==> config.mk <==
export PLATFORM = sky130hd
export DESIGN_NAME = ram_port_arbiter_flat
export DESIGN_NICKNAME = d
export VERILOG_FILES = /design/src/rtl/ram_port_arbiter_pkg.sv /design/src/rtl/ram_port_arbiter_if.sv /design/src/rtl/ram_port_arbiter_rr.sv /design/src/rtl/ram_port_arbiter.sv /design/src/flat_wrapper.sv
export SDC_FILE = /design/constraint.sdc
export NUM_CORES = 1
export LEC_CHECK = 0
export CAP_MARGIN = 10
export CORE_UTILIZATION = 36
export CTS_CLUSTER_DIAMETER = 150
export DETAILED_ROUTE_END_ITERATION = 8
export GPL_ROUTABILITY_DRIVEN = 0
export HOLD_SLACK_MARGIN = 0.15
export PLACE_DENSITY = 0.95
export SLEW_MARGIN = 20
export SYNTH_ARGS = -nofsm -noshare
export SYNTH_HDL_FRONTEND = slang
export SYNTH_SLANG_ARGS = --single-unit
==> constraint.sdc <==
create_clock -name clk -period 2.8 [get_ports clk]
set_clock_uncertainty 0.15 [all_clocks]
set_input_delay 0.56 -clock clk [delete_from_list [all_inputs] [get_ports clk]]
set_output_delay 0.56 -clock clk [all_outputs]
set_load 0.1 [all_outputs]
==> src/rtl/ram_port_arbiter_pkg.sv <==
// Shared widths, FSM state codes and helpers for the two-requester RAM port arbiter.
package ram_port_arbiter_pkg;

  localparam int ADDR_W = 16;
  localparam int DATA_W = 24;
  localparam int CNT_W  = 16;

  typedef enum logic [1:0] {
    ST_IDLE = 2'd0,
    ST_CMD  = 2'd1,
    ST_RESP = 2'd2
  } arb_state_t;

  // Saturating increment used by the optional grant counters.
  function automatic logic [CNT_W-1:0] sat_inc(input logic [CNT_W-1:0] v);
    return (v == {CNT_W{1'b1}}) ? v : v + 1'b1;
  endfunction

endpackage

==> src/rtl/ram_port_arbiter_if.sv <==
// Requester and RAM-side signal bundle for ram_port_arbiter.
// Handshake: a requester holds req with we/addr/wdata stable until it sees its one-cycle gnt
// pulse; a read's data follows as a one-cycle rvalid pulse on the next cycle.
interface ram_port_arbiter_if;
  import ram_port_arbiter_pkg::*;

  logic              req0, req1;
  logic              we0, we1;
  logic [ADDR_W-1:0] addr0, addr1;
  logic [DATA_W-1:0] wdata0, wdata1;
  logic              gnt0, gnt1;
  logic              rvalid0, rvalid1;
  logic [DATA_W-1:0] rdata0, rdata1;
  logic [ADDR_W-1:0] ram_addr;
  logic              ram_we;
  logic              ram_re;
  logic [DATA_W-1:0] ram_wdata;
  logic [DATA_W-1:0] ram_rdata;

  modport slave (
    input  req0, req1, we0, we1, addr0, addr1, wdata0, wdata1, ram_rdata,
    output gnt0, gnt1, rvalid0, rvalid1, rdata0, rdata1,
           ram_addr, ram_we, ram_re, ram_wdata
  );

  modport master (
    output req0, req1, we0, we1, addr0, addr1, wdata0, wdata1, ram_rdata,
    input  gnt0, gnt1, rvalid0, rvalid1, rdata0, rdata1,
           ram_addr, ram_we, ram_re, ram_wdata
  );

endinterface

==> src/rtl/ram_port_arbiter_rr.sv <==
// Two-way round-robin picker; the pointer remembers the last granted requester.
module rr_arbiter2 (
  input  logic       clk,
  input  logic       rst_n,
  input  logic [1:0] req,
  input  logic       en,
  output logic       win
);

  logic last_q;

  // On a tie the requester that was not granted last wins.
  always_comb begin
    win = 1'b0;
    case (req)
      2'b10:   win = 1'b1;
      2'b11:   win = ~last_q;
      default: win = 1'b0;
    endcase
  end

  // Reset value 1 lets requester 0 win the first tie.
  always_ff @(posedge clk or negedge rst_n) begin
    if (!rst_n)  last_q <= 1'b1;
    else if (en) last_q <= win;
  end

endmodule

==> src/rtl/ram_port_arbiter.sv <==
// Shares one single-port synchronous RAM between two requesters (IDLE -> CMD -> [RESP]).
// Optional RAM_ARB_STATS_EN adds saturating per-requester grant counters.
module ram_port_arbiter
  import ram_port_arbiter_pkg::*;
(
  input  logic              clk,
  input  logic              rst_n,
  ram_port_arbiter_if.slave bus,
`ifdef RAM_ARB_STATS_EN
  output logic [CNT_W-1:0]  gnt_cnt0,
  output logic [CNT_W-1:0]  gnt_cnt1,
`endif
  output arb_state_t        dbg_state
);

  arb_state_t        state_q, state_nxt;
  logic [1:0]        req_vec;
  logic              any_req, arb_en, win;
  logic              sel_q;
  logic [1:0]        gnt_q, rvalid_q;
  logic              ram_we_q, ram_re_q;
  logic [ADDR_W-1:0] ram_addr_q;
  logic [DATA_W-1:0] ram_wdata_q;

  assign req_vec = {bus.req1, bus.req0};
  assign any_req = |req_vec;
  assign arb_en  = (state_q == ST_IDLE) && any_req;

  rr_arbiter2 u_rr (
    .clk   (clk),
    .rst_n (rst_n),
    .req   (req_vec),
    .en    (arb_en),
    .win   (win)
  );

  always_ff @(posedge clk or negedge rst_n) begin
    if (!rst_n) state_q <= ST_IDLE;
    else        state_q <= state_nxt;
  end

  always_comb begin
    state_nxt = state_q;
    case (state_q)
      ST_IDLE: if (any_req) state_nxt = ST_CMD;
      ST_CMD:  state_nxt = ram_we_q ? ST_IDLE : ST_RESP;
      ST_RESP: state_nxt = ST_IDLE;
      default: state_nxt = ST_IDLE;
    endcase
  end

  // Command is registered in IDLE so it is on the RAM pins for exactly the CMD cycle.
  always_ff @(posedge clk or negedge rst_n) begin
    if (!rst_n) begin
      sel_q       <= 1'b0;
      gnt_q       <= 2'b00;
      rvalid_q    <= 2'b00;
      ram_we_q    <= 1'b0;
      ram_re_q    <= 1'b0;
      ram_addr_q  <= '0;
      ram_wdata_q <= '0;
    end else begin
      if (arb_en) begin
        sel_q       <= win;
        gnt_q       <= win ? 2'b10 : 2'b01;
        ram_we_q    <= win ? bus.we1 : bus.we0;
        ram_re_q    <= win ? ~bus.we1 : ~bus.we0;
        ram_addr_q  <= win ? bus.addr1 : bus.addr0;
        ram_wdata_q <= win ? bus.wdata1 : bus.wdata0;
      end else begin
        gnt_q    <= 2'b00;
        ram_we_q <= 1'b0;
        ram_re_q <= 1'b0;
      end
      rvalid_q <= ((state_q == ST_CMD) && ram_re_q) ? (sel_q ? 2'b10 : 2'b01) : 2'b00;
    end
  end

  assign bus.gnt0      = gnt_q[0];
  assign bus.gnt1      = gnt_q[1];
  assign bus.rvalid0   = rvalid_q[0];
  assign bus.rvalid1   = rvalid_q[1];
  assign bus.rdata0    = rvalid_q[0] ? bus.ram_rdata : '0;
  assign bus.rdata1    = rvalid_q[1] ? bus.ram_rdata : '0;
  assign bus.ram_we    = ram_we_q;
  assign bus.ram_re    = ram_re_q;
  assign bus.ram_addr  = ram_addr_q;
  assign bus.ram_wdata = ram_wdata_q;
  assign dbg_state     = state_q;

`ifdef RAM_ARB_STATS_EN
  always_ff @(posedge clk or negedge rst_n) begin
    if (!rst_n) begin
      gnt_cnt0 <= '0;
      gnt_cnt1 <= '0;
    end else begin
      if (gnt_q[0]) gnt_cnt0 <= sat_inc(gnt_cnt0);
      if (gnt_q[1]) gnt_cnt1 <= sat_inc(gnt_cnt1);
    end
  end
`endif

endmodule
==> src/flat_wrapper.sv <==
// flat-port wrapper written by rule: the top's interface ports become plain ports
module ram_port_arbiter_flat import ram_port_arbiter_pkg::*;
  (clk, rst_n, dbg_state, bus_req0, bus_req1, bus_we0, bus_we1, bus_addr0, bus_addr1, bus_wdata0, bus_wdata1, bus_ram_rdata, bus_gnt0, bus_gnt1, bus_rvalid0, bus_rvalid1, bus_rdata0, bus_rdata1, bus_ram_addr, bus_ram_we, bus_ram_re, bus_ram_wdata);
  ram_port_arbiter_if bus_i ();
  input  logic clk;
  input  logic rst_n;
  output arb_state_t dbg_state;
  input wire logic [$bits(bus_i.req0)-1:0] bus_req0;
  input wire logic [$bits(bus_i.req1)-1:0] bus_req1;
  input wire logic [$bits(bus_i.we0)-1:0] bus_we0;
  input wire logic [$bits(bus_i.we1)-1:0] bus_we1;
  input wire logic [$bits(bus_i.addr0)-1:0] bus_addr0;
  input wire logic [$bits(bus_i.addr1)-1:0] bus_addr1;
  input wire logic [$bits(bus_i.wdata0)-1:0] bus_wdata0;
  input wire logic [$bits(bus_i.wdata1)-1:0] bus_wdata1;
  input wire logic [$bits(bus_i.ram_rdata)-1:0] bus_ram_rdata;
  output wire logic [$bits(bus_i.gnt0)-1:0] bus_gnt0;
  output wire logic [$bits(bus_i.gnt1)-1:0] bus_gnt1;
  output wire logic [$bits(bus_i.rvalid0)-1:0] bus_rvalid0;
  output wire logic [$bits(bus_i.rvalid1)-1:0] bus_rvalid1;
  output wire logic [$bits(bus_i.rdata0)-1:0] bus_rdata0;
  output wire logic [$bits(bus_i.rdata1)-1:0] bus_rdata1;
  output wire logic [$bits(bus_i.ram_addr)-1:0] bus_ram_addr;
  output wire logic [$bits(bus_i.ram_we)-1:0] bus_ram_we;
  output wire logic [$bits(bus_i.ram_re)-1:0] bus_ram_re;
  output wire logic [$bits(bus_i.ram_wdata)-1:0] bus_ram_wdata;
  assign bus_i.req0 = bus_req0;
  assign bus_i.req1 = bus_req1;
  assign bus_i.we0 = bus_we0;
  assign bus_i.we1 = bus_we1;
  assign bus_i.addr0 = bus_addr0;
  assign bus_i.addr1 = bus_addr1;
  assign bus_i.wdata0 = bus_wdata0;
  assign bus_i.wdata1 = bus_wdata1;
  assign bus_i.ram_rdata = bus_ram_rdata;
  assign bus_gnt0 = bus_i.gnt0;
  assign bus_gnt1 = bus_i.gnt1;
  assign bus_rvalid0 = bus_i.rvalid0;
  assign bus_rvalid1 = bus_i.rvalid1;
  assign bus_rdata0 = bus_i.rdata0;
  assign bus_rdata1 = bus_i.rdata1;
  assign bus_ram_addr = bus_i.ram_addr;
  assign bus_ram_we = bus_i.ram_we;
  assign bus_ram_re = bus_i.ram_re;
  assign bus_ram_wdata = bus_i.ram_wdata;
  ram_port_arbiter u_core (.clk(clk), .rst_n(rst_n), .bus(bus_i), .dbg_state(dbg_state));
endmodule
After elaboration in Yosys (flattened, before gate mapping)
Cells that the tools add are included. Widths: inputs -> output; s select.

Output and inout port bits: 96. Bits in registers: 50.

Reductions and logical operators: 4. Bitwise operators: 3. Muxes and demuxes: 16. Equality and inequality tests: 4.

Operators by type and width (number): $mux 24 (3); $mux 16 (1); $mux 2 (6); $eq 2x2->1 const B (2); $mux 1 (4); $pmux 2 s2 (1); $not 1->1 (3); $eq 2x1->1 const B (1); $logic_and 1x1->1 (2); $logic_not 2->1 (1); $ne 2x1->1 const B (1); $pmux 1 s2 (1); $reduce_or 2->1 (1).

Depth between registers and ports, before layout
Depth in word-level cells: 4. Depth in mapped cells: 5. Mapped depth without buffers: 3.

Hierarchy
A second synthesis with hierarchy kept.

Cell total of the unflattened synthesis: 208. Area total of the unflattened synthesis: 2965.3 um^2.

Modules (own cells, without submodules): ram_port_arbiter (area each 2912.8 um^2, cells each 205, instances 1); rr_arbiter2 (area each 52.6 um^2, cells each 3, instances 1).

Least setup slack after synthesis
No wires, ideal clock.

Path type: reg2out. Start point: register u_core.rvalid_q[1]. End point: output bus_rdata1[23]. Arrival time: 1997 ps. Data required time: 2090 ps. Stages on the path, launching flop included: 3. Path slack: 93 ps. Path through: dfrtp_1 clkbuf_1 and2_1.

Longest elaborated chain between the ends: 1.

Ends and longest elaborated chain: start: declaration (RTL line ram_port_arbiter.sv:20) `logic [1:0] gnt_q, rvalid_q;`; start signal: assignment (RTL line ram_port_arbiter.sv:75) `rvalid_q <= ((state_q == ST_CMD) && ram_re_q) ? (sel_q ? 2'b10 : 2'b01) : 2'b00;`; $mux 24 (RTL line ram_port_arbiter.sv:84) `assign bus.rdata1 = rvalid_q[1] ? bus.ram_rdata : '0;`; end: declaration (RTL line flat_wrapper.sv:22) `output wire logic [$bits(bus_i.rdata1)-1:0] bus_rdata1;`.

No other way between the ends.

Worst setup path after layout
Start point: register u_core.rvalid_q[1]. End point: output bus_rdata1[5].

Same word-level chain as after synthesis.

==> results_dict.tcl <==
set metrics [dict create \
    m1WireLength_um 3230 \
    maxCapViolations 0 \
    irDropWorstVdd_mv 0.807 \
    yosysTopAreaCellShare_pct 47.7 \
    nets 567 \
    top_layer "met4" \
    synthMuxAreaShare_pct 0.389 \
    design_area_sq_um 5140 \
    grt_pass1_vias 2970 \
    synth_top_family_by_area "simple AND/OR/NAND/NOR gates" \
    ios 206 \
    synth_compound_area_share_pct 17.3 \
    crit_type "flip-flop to primary output" \
    fin_crit_ps 2240 \
    path_max_fanout 25 \
    synth_warnings 0 \
    grt_util_all_layers_pct 25.5 \
    tightest_slew_ps 612 \
    synth_fa_ha_area_share_pct 0 \
    slowest_delay_ps 750 \
    fin_crit_sh_pct 80.0 \
    die_y_um 86.5 \
    crit_chain "and2_1, buf_12" \
    diodes 0 \
    dr_wl_met2_um 5370 \
    worst_slack_ps 559 \
    antenna_left 0 \
    wl_met3_um 774 \
    dieArea_sq_um 7480 \
    hold_path.class "flip-flop to flip-flop" \
    cts_made_buffers 5 \
    wl_um 9530 \
    max_freq_ghz 0.446 \
    synth_xor_area_share_pct 0 \
    drt_iter0_drc 78 \
    setup_viol 0 \
    rsz0062_at_grt "no" \
    routed_via_density 5.20 \
    synth_nets 372 \
    p_per_area_nw_per_um2 1210 \
    synthSimpleGateAreaFrac_pct 27.7 \
    dp_slack_ps 455 \
    cts.sinks 50 \
    hold_violations 0 \
    area_delta_synth_final_pct 100 \
    p_leak_uw 0.00224 \
    netlist_area_sq_um 2570 \
    yosys.area.top_type "dfrtp_1" \
    vias 2881 \
    dpl-instance-area_sq_um 5040 \
    coreArea_sq_um 6830 \
    overflow 0 \
    drive_above_1_share_pct 26.0 \
    final_max_slew_viol_count 0 \
    endpoint_kind "primary output" \
    grt_max_degree 42 \
    critPathTopFamily "flip-flops" \
    cts-root-buf "clkbuf_8" \
    antenna_found_initial 0 \
    cp-start-kind "flip-flop" \
    ctsLongestPathBuffers 2 \
    start_util_pct 37.6 \
    drtPass1Iterations 5 \
    cts.clk_slew.worst_paths_ps 100 \
    critical_path_arrival_ps 1530 \
    drc 0 \
    io_buffers 205 \
    grt_pass1_wl_um 14700 \
    insertion_delay_ps 300 \
    netlist_instances 262 \
    cts_tree "done" \
    ys_seq_elements 50 \
    post-dp-hpwl_um 7640 \
    synthDistinctLibCells 21 \
    wl_per_cell_um 17.2 \
    yosysSeqAreaShare_pct 48.7 \
    synth_area_per_cell_sq_um 9.81 \
    crit_slowest_cell "dfrtp_1" \
    path_buf_inv 1 \
    status "completed" \
    holdWs_ps 283 \
    tns_ps 0 \
    final_util_pct 75.3 \
    die_w_um 86.5 \
    row_count 30 \
    slew_headroom_pct 59.2 \
    cp.required_ps 2090 \
    cts-htree-levels 2 \
    synth_area_leaders "dfrtp_1 (48%), a221o_1 (16%), and2_1 (12%), nor3_1 (7.8%), nand2_1 (6.0%)" \
]
-- cell families after synthesis --
logic type,Yosys count
mux,1
simple gates,139
flops,50
buf+inv,28
compound gates,44
-- sequential cells by signal, indices dropped and copies added, names as in the netlist --
register	count
u_core.gnt_q	2
u_core.dbg_state	2
u_core.bus.ram_addr	16
u_core.bus.ram_wdata	24
u_core.u_rr.last_q	1
u_core.bus.ram_we	1
u_core.sel_q	1
u_core.bus.ram_re	1
u_core.rvalid_q	2
-- per-layer routing --
layer,up-vias,global-route usage [%]
met3,18,5.81
met1,1361,25.6
met2,176,51.8
li1,1326,-
met5,-,0
met4,0,6.82
-- synthesized netlist by cell type --
cell type / number
a21bo_2: 1
a21o_1: 2
a221o_1: 40
and2_1: 48
and3_1: 1
buf_2: 6
buf_6: 5
clkbuf_1: 15
clkbuf_2: 1
dfrtp_1: 49
dfstp_2: 1
inv_1: 1
mux2i_1: 1
nand2_1: 41
nor2_1: 2
nor2_2: 1
nor2b_1: 4
nor3_1: 40
nor3b_1: 1
o21bai_4: 1
or2_1: 1
-- final cells by class --
cell class / count / area [sq um]
Clock buffer: 5 / 68.8
Clock inverter: 3 / 23.8
Fill cell: 457 / 1690
Inverter: 1 / 3.75
Multi-Input combinational cell: 184 / 1170
Sequential cell: 50 / 1250
Tap cell: 96 / 120
Timing Repair Buffer: 215 / 2500
-- placed cells by master, fill, tap and decap left out, types with 2 or more instances in the layout --
| cell type | instances |
|---|---|
| clkdlybuf4s50_1 | 108 |
| a221o_1 | 40 |
| a21o_1 | 2 |
| buf_12 | 49 |
| nor2_1 | 2 |
| and2_1 | 48 |
| clkbuf_8 | 5 |
| buf_4 | 56 |
| dfrtp_1 | 49 |
| nor2b_1 | 3 |
| nor3_1 | 40 |
| clkinvlp_4 | 2 |
| nand2_1 | 41 |
-- through the flow --
step | std cells | total power (uW)
floorplan | 262 | 4670
global route | 554 | 6420
finish | 554 | 6210
detailed placement | 545 | 5800
CTS | 554 | 6230
global placement | 545 | 5700
-- path summary, 6_finish.rpt --
| check | from | endpoint | slack [ps] | cells past startpoint |
|---|---|---|---|---|
| max | u_core.rvalid_q[1] | bus_rdata1[5] | 560 | 2 |
| min | u_core.bus.ram_we | u_core.dbg_state[1] | 280 | 1 |
| max reg2reg | u_core.dbg_state[0] | u_core.bus.ram_wdata[6] | 990 | 4 |
| min reg2reg | u_core.bus.ram_we | u_core.dbg_state[1] | 280 | 1 |
| max in group asynchronous | rst_n | u_core.bus.ram_addr[12] | 1100 | 3 |
| min in group asynchronous | rst_n | u_core.bus.ram_wdata[10] | 650 | 2 |
-- repair_timing --
item	4_1_cts	5_1_grt
endpoints found under the hold margin	22	0
setup endpoints to repair	0	0
resized for setup	0	0
hold buffers	1	0
setup buffers	0	0
-- where the power goes --
part / internal (uW) / switching [uW]
Clock: 179 / 247
Combinational: 1130 / 3370
Sequential: 1060 / 228
(Power assumes the default switching activity.)
